## config.mk

```make
export PLATFORM = sky130hd
export DESIGN_NAME = bitty_control_unit
export DESIGN_NICKNAME = d
export VERILOG_FILES = /design/src/rtl/bitty_control_unit.sv
export SDC_FILE = /design/constraint.sdc
export NUM_CORES = 1
export LEC_CHECK = 0
export ABC_AREA = 0
export CAP_MARGIN = 5
export CELL_PAD_IN_SITES_DETAIL_PLACEMENT = 1
export CELL_PAD_IN_SITES_GLOBAL_PLACEMENT = 1
export CORE_MARGIN = 2
export CORE_UTILIZATION = 39
export CTS_BUF_LIST = sky130_fd_sc_hd__clkbuf_16
export CTS_CLUSTER_SIZE = 12
export DETAILED_ROUTE_END_ITERATION = 7
export GPL_ROUTABILITY_DRIVEN = 0
export PLACE_DENSITY = 0.81
export SYNTH_ARGS = -nofsm -noshare
export SYNTH_HDL_FRONTEND = slang
export SYNTH_SLANG_ARGS = --single-unit
```

## constraint.sdc

```tcl
create_clock -name clk -period 4.11 [get_ports clk]
set_input_delay 1.233 -clock clk [delete_from_list [all_inputs] [get_ports clk]]
set_output_delay 1.233 -clock clk [all_outputs]
set_load 0.02 [all_outputs]
```

## src/rtl/bitty_control_unit.sv

```systemverilog
// Multi-cycle sequencer for the bitty processor: fetch, decode, operand load,
// ALU write-back and retire, with a sticky HALT state left only by reset.
module bitty_control_unit #(
   parameter logic [3:0]  IMM_SEL   = 4'd8,
   parameter int          CNT_W     = 16,
   parameter logic [15:0] HALT_WORD = 16'hFFFF
) (
   input  logic             clk,
   input  logic             reset,
   input  logic             run,
   input  logic [15:0]      instruction,
   output logic             fetch_en,
   output logic [3:0]       mux_sel,
   output logic [7:0]       imm_out,
   output logic             en_s,
   output logic             en_c,
   output logic [2:0]       alu_sel,
   output logic [7:0]       en_i,
   output logic             busy,
   output logic             done,
   output logic             halted,
   output logic [CNT_W-1:0] instr_count
);

   typedef enum logic [2:0] {
      S_IDLE, S_FETCH, S_DECODE, S_LOAD_S, S_LOAD_C, S_WRITE, S_DONE, S_HALT
   } state_t;

   state_t      state_q, state_d;
   logic [15:0] ir_q, ir_d;

   logic [2:0]  rx_d, ry_d, alu_d;
   logic [7:0]  imm_d;
   logic [1:0]  fmt_d;

   assign rx_d  = ir_d[15:13];
   assign ry_d  = ir_d[12:10];
   assign imm_d = ir_d[12:5];
   assign alu_d = ir_d[4:2];
   assign fmt_d = ir_d[1:0];

   // NOTE: every variable written here gets a default first, so no latch is inferred.
   always_comb begin
      state_d = state_q;
      ir_d    = ir_q;
      unique case (state_q)
         S_IDLE:   if (run) state_d = S_FETCH;
         S_FETCH:  state_d = S_DECODE;
         S_DECODE: begin
            ir_d = instruction;
            if (instruction == HALT_WORD) state_d = S_HALT;
            else if (instruction[1])      state_d = S_DONE;
            else                          state_d = S_LOAD_S;
         end
         S_LOAD_S: state_d = S_LOAD_C;
         S_LOAD_C: state_d = S_WRITE;
         S_WRITE:  state_d = S_DONE;
         S_DONE:   state_d = run ? S_FETCH : S_IDLE;
         S_HALT:   state_d = S_HALT;
         default:  state_d = S_IDLE;
      endcase
   end

   // NOTE: outputs are decoded from state_d so the registered value lines up
   // with the state it belongs to and is held for that whole cycle.
   always_ff @(posedge clk) begin
      if (reset) begin
         state_q     <= S_IDLE;
         ir_q        <= '0;
         instr_count <= '0;
         fetch_en    <= 1'b0;
         mux_sel     <= '0;
         imm_out     <= '0;
         en_s        <= 1'b0;
         en_c        <= 1'b0;
         alu_sel     <= '0;
         en_i        <= '0;
         busy        <= 1'b0;
         done        <= 1'b0;
         halted      <= 1'b0;
      end else begin
         state_q  <= state_d;
         ir_q     <= ir_d;
         fetch_en <= 1'b0;
         mux_sel  <= '0;
         imm_out  <= '0;
         en_s     <= 1'b0;
         en_c     <= 1'b0;
         alu_sel  <= '0;
         en_i     <= '0;
         done     <= 1'b0;
         busy     <= (state_d != S_IDLE) && (state_d != S_HALT);
         halted   <= (state_d == S_HALT);
         unique case (state_d)
            S_FETCH:  fetch_en <= 1'b1;
            S_LOAD_S: begin
               mux_sel <= {1'b0, rx_d};
               en_s    <= 1'b1;
            end
            S_LOAD_C: begin
               en_c <= 1'b1;
               if (fmt_d == 2'b01) begin
                  mux_sel <= IMM_SEL;
                  imm_out <= imm_d;
               end else begin
                  mux_sel <= {1'b0, ry_d};
               end
            end
            S_WRITE: begin
               alu_sel <= alu_d;
               en_i    <= 8'b1 << rx_d;
            end
            S_DONE: begin
               done        <= 1'b1;
               instr_count <= instr_count + CNT_W'(1);
            end
            default: ;
         endcase
      end
   end

endmodule

```

==> flow_summary_export.csv <==
group,metric,value,unit
die,start_util,0.4014,
global_route,antenna_found_initial,0,
sta,grt_setup_unrepaired,"no",
worst_setup_path,crit_type,"input port to register",
clock_tree,htreeDepth,3,
worst_setup_path,setup.worst_path.end_class,"register",
global_route,grt_util_all_layers,0.2006,
clock_tree,cts_buffer_depth,2,
sta,finClkSkew,0.005791,ns
clock_tree,cts_buffers,9,
logic_synthesis,synth_enable_flop_cells,0,
worst_hold_path,hold_class,"register to register",
logic_synthesis,synth-seq-area-share,0.5027,
outcome,status,"finished, final reports clean",
placement,dpl.hpwl,4632,um
worst_setup_path,cp.required,4.31,ns
logic_synthesis,syn_avg_cell_area,9.268,um2
global_route,grt_overflow_total,0,
route,postRouteWirelength,6821,um
worst_setup_path,cp.arrival,3.44,ns
finish,fin_nets,359,
finish,fin_area,3580,um2
route,vias_per_cell,5.425,
clock_tree,cts.reportedPaths.clkPinSlew,0.06,ns
route,wl_per_cell,16.20,um
die,fp.dieH,84.84,um
die,ioPinCount,64,
clock_tree,ctsRootBufferMaster,"clkbuf_16",
placement,port-buffer-count,63,
sta,min_period,3.242,ns
finish,nFillCells,713,
finish,layout.cells.non_filler,421,
logic_synthesis,ys_warn_count,0,
clock_tree,clk_latency,0.33,ns
route,dr.pass1.iters,4,
logic_synthesis,synth.distinct_cells,43,
logic_synthesis,synthAdderAreaFrac,0.004909,
die,num_rows,29,
flow_run,maxCapViolations,0,
route,drtAntennaViolNets,0,
sta,timing.final.crit_share,0.7888,
power_and_ir_drop,p_per_area,491.7,nW/um2
sta,slew_viol_final,0,
logic_synthesis,ys_async_sr_fraction,0,
logic_synthesis,synth_top_family_by_area,"simple AND/OR/NAND/NOR gates",
global_route,grt_max_degree,22,
logic_synthesis,syn_area,2549,um2
logic_synthesis,synthMuxAreaShare,0.05596,
finish,drive_gt1_frac,0.08140,
power_and_ir_drop,power,1.760,mW
route,drtIter0Drc,88,
placement,placed_cell_area,3236,um2
sta,finalSetupViolations,0,
logic_synthesis,syn_nets,295,
clock_tree,cts_sinks,64,
sta,max_slew.worst_pin.slew,0.6533,ns
sta,max_freq,308.5,MHz
logic_synthesis,synth-compound-area-share,0.1414,
sta,tns,0,ns
placement,dp_cells,405,
finish,area_growth,40.45,%
die,core,6350,um2
finish,layout_common_cells,"dfxtp_1 (64), clkdlybuf4s50_1 (63), nor2_1 (40)",
logic_synthesis,yosys.area_share.simple,0.2528,
global_route,grt_pass1_wl,11330,um
sta,maxSlewHeadroom,0.5599,
logic_synthesis,synthXorXnorAreaFrac,0.003436,
logic_synthesis,synth_flop_cell,"dfxtp_1",
route,drc,0,
sta,hold_violations,0,
clock_tree,cts_tree,"built",
finish,diodes,0,
die,fp.dieW,84.84,um
worst_setup_path,start_kind,"input port",
route,via_count,2284,
die,dieArea,7198,um2
global_route,grt_pass1_vias,2343,
power_and_ir_drop,ir_drop,282.1,uV
clock_tree,cts-hold-fix-buffers,0,
finish,final_common_cell,"dfxtp_1",
logic_synthesis,ys_seq_elements,64,
clock_tree,cts_resized,0,
logic_synthesis,netlist_instances,275,
worst_setup_path,crit_fanout,15,
clock_tree,postCtsSetupBuffers,0,
power_and_ir_drop,power.leakage,1.236,nW
## critical path: stages
cell             delay [ns]
clkdlybuf4s50_1        0.56
nand2_1                0.14
nor4_1                 0.36
and3_1                 0.50
o21ai_0                0.25
nor4b_1                0.38
## routing by layer
layer  global-route usage  routed length (um)  part of all wire  vias up
met4              0.08369                 136             0.020        0
met1               0.2521                3191              0.47     1106
li1                     -                   -                 -     1120
met5                    0                   0                 0        -
met3              0.04767                 210             0.031       13
met2               0.3314                3282              0.48       45
## area by class of cell
type | count | area, um2 | share of cell area
Multi-Input combinational cell | 191 | 1175 | 0.3282
Tap cell | 77 | 96.34 | 0.02691
Timing Repair Buffer | 67 | 660.6 | 0.1846
Clock inverter | 7 | 118.9 | 0.03321
Clock buffer | 9 | 225.2 | 0.06292
Sequential cell | 64 | 1281 | 0.3579
Inverter | 6 | 22.52 | 0.006292
## cells by family after synthesis
kind of cell             count (synthesis)
AND/OR/NAND/NOR                        122
buffers and inverters                   20
multiplexers                            14
adder cells (fa/ha/maj)                  1
AO/OA/AOI/OAI                           53
flip-flops                              64
XOR/XNOR                                 1
## worst paths after layout
kind         cells past startpoint       end  slack [ns]           start
max                              6  fetch_en        0.87  instruction[1]
min                              2   ir_q[0]        0.47         ir_q[0]
max reg2reg                      5  fetch_en        1.75      state_q[1]
min reg2reg                      2   ir_q[0]        0.47         ir_q[0]
## synth_stat cells, types with 2 or more instances
| cell type | n | share of area |
|---|---|---|
| inv_1 | 6 | 0.0088 |
| a32o_1 | 2 | 0.0079 |
| or4b_1 | 2 | 0.0079 |
| a31oi_1 | 4 | 0.0098 |
| or3_1 | 4 | 0.0098 |
| and3_1 | 3 | 0.0074 |
| and2_1 | 3 | 0.0074 |
| nor3_1 | 8 | 0.016 |
| nand2_1 | 19 | 0.028 |
| and4_1 | 2 | 0.0069 |
| nor2b_1 | 6 | 0.015 |
| nor3b_1 | 3 | 0.0088 |
| o41ai_1 | 2 | 0.0069 |
| buf_2 | 7 | 0.014 |
| buf_4 | 2 | 0.0059 |
| nor4_1 | 2 | 0.0049 |
| mux2i_1 | 12 | 0.047 |
| mux2_2 | 2 | 0.0088 |
| nand3_1 | 4 | 0.0079 |
| dfxtp_1 | 64 | 0.50 |
| a21oi_1 | 20 | 0.039 |
| clkbuf_1 | 4 | 0.0059 |
| nand2b_1 | 3 | 0.0074 |
| o31ai_1 | 8 | 0.024 |
| or4_1 | 8 | 0.024 |
| nor2_1 | 40 | 0.059 |
| o21ai_0 | 11 | 0.022 |
| nand4_1 | 9 | 0.022 |
## metrics by stage
stage	setup slack [ns]	hold WS, ns	utilization
after global placement	0.8354	0.4460	0.5096
after floorplan	1.509	0.4368	-
final	0.8681	0.4733	0.5637
after CTS	0.8156	0.4747	0.5637
after detailed placement	0.6856	0.4577	0.5096
after global routing	0.6186	0.5052	0.5637
## power breakdown
group	switching, mW	internal, mW
clock	0.284	0.593
sequential	0.0302	0.649
combinational	0.117	0.0868
total	0.432	1.33
## registers in the layout, indices dropped and copies added (netlist names)
signal and flops:
en_i 8, ir_q 16, en_s 1, done 1, state_q 3, busy 1, instr_count 16, halted 1
mux_sel 4, en_c 1, fetch_en 1, imm_out 8, alu_sel 3
Note: power is estimated with default switching activity, not from simulation.
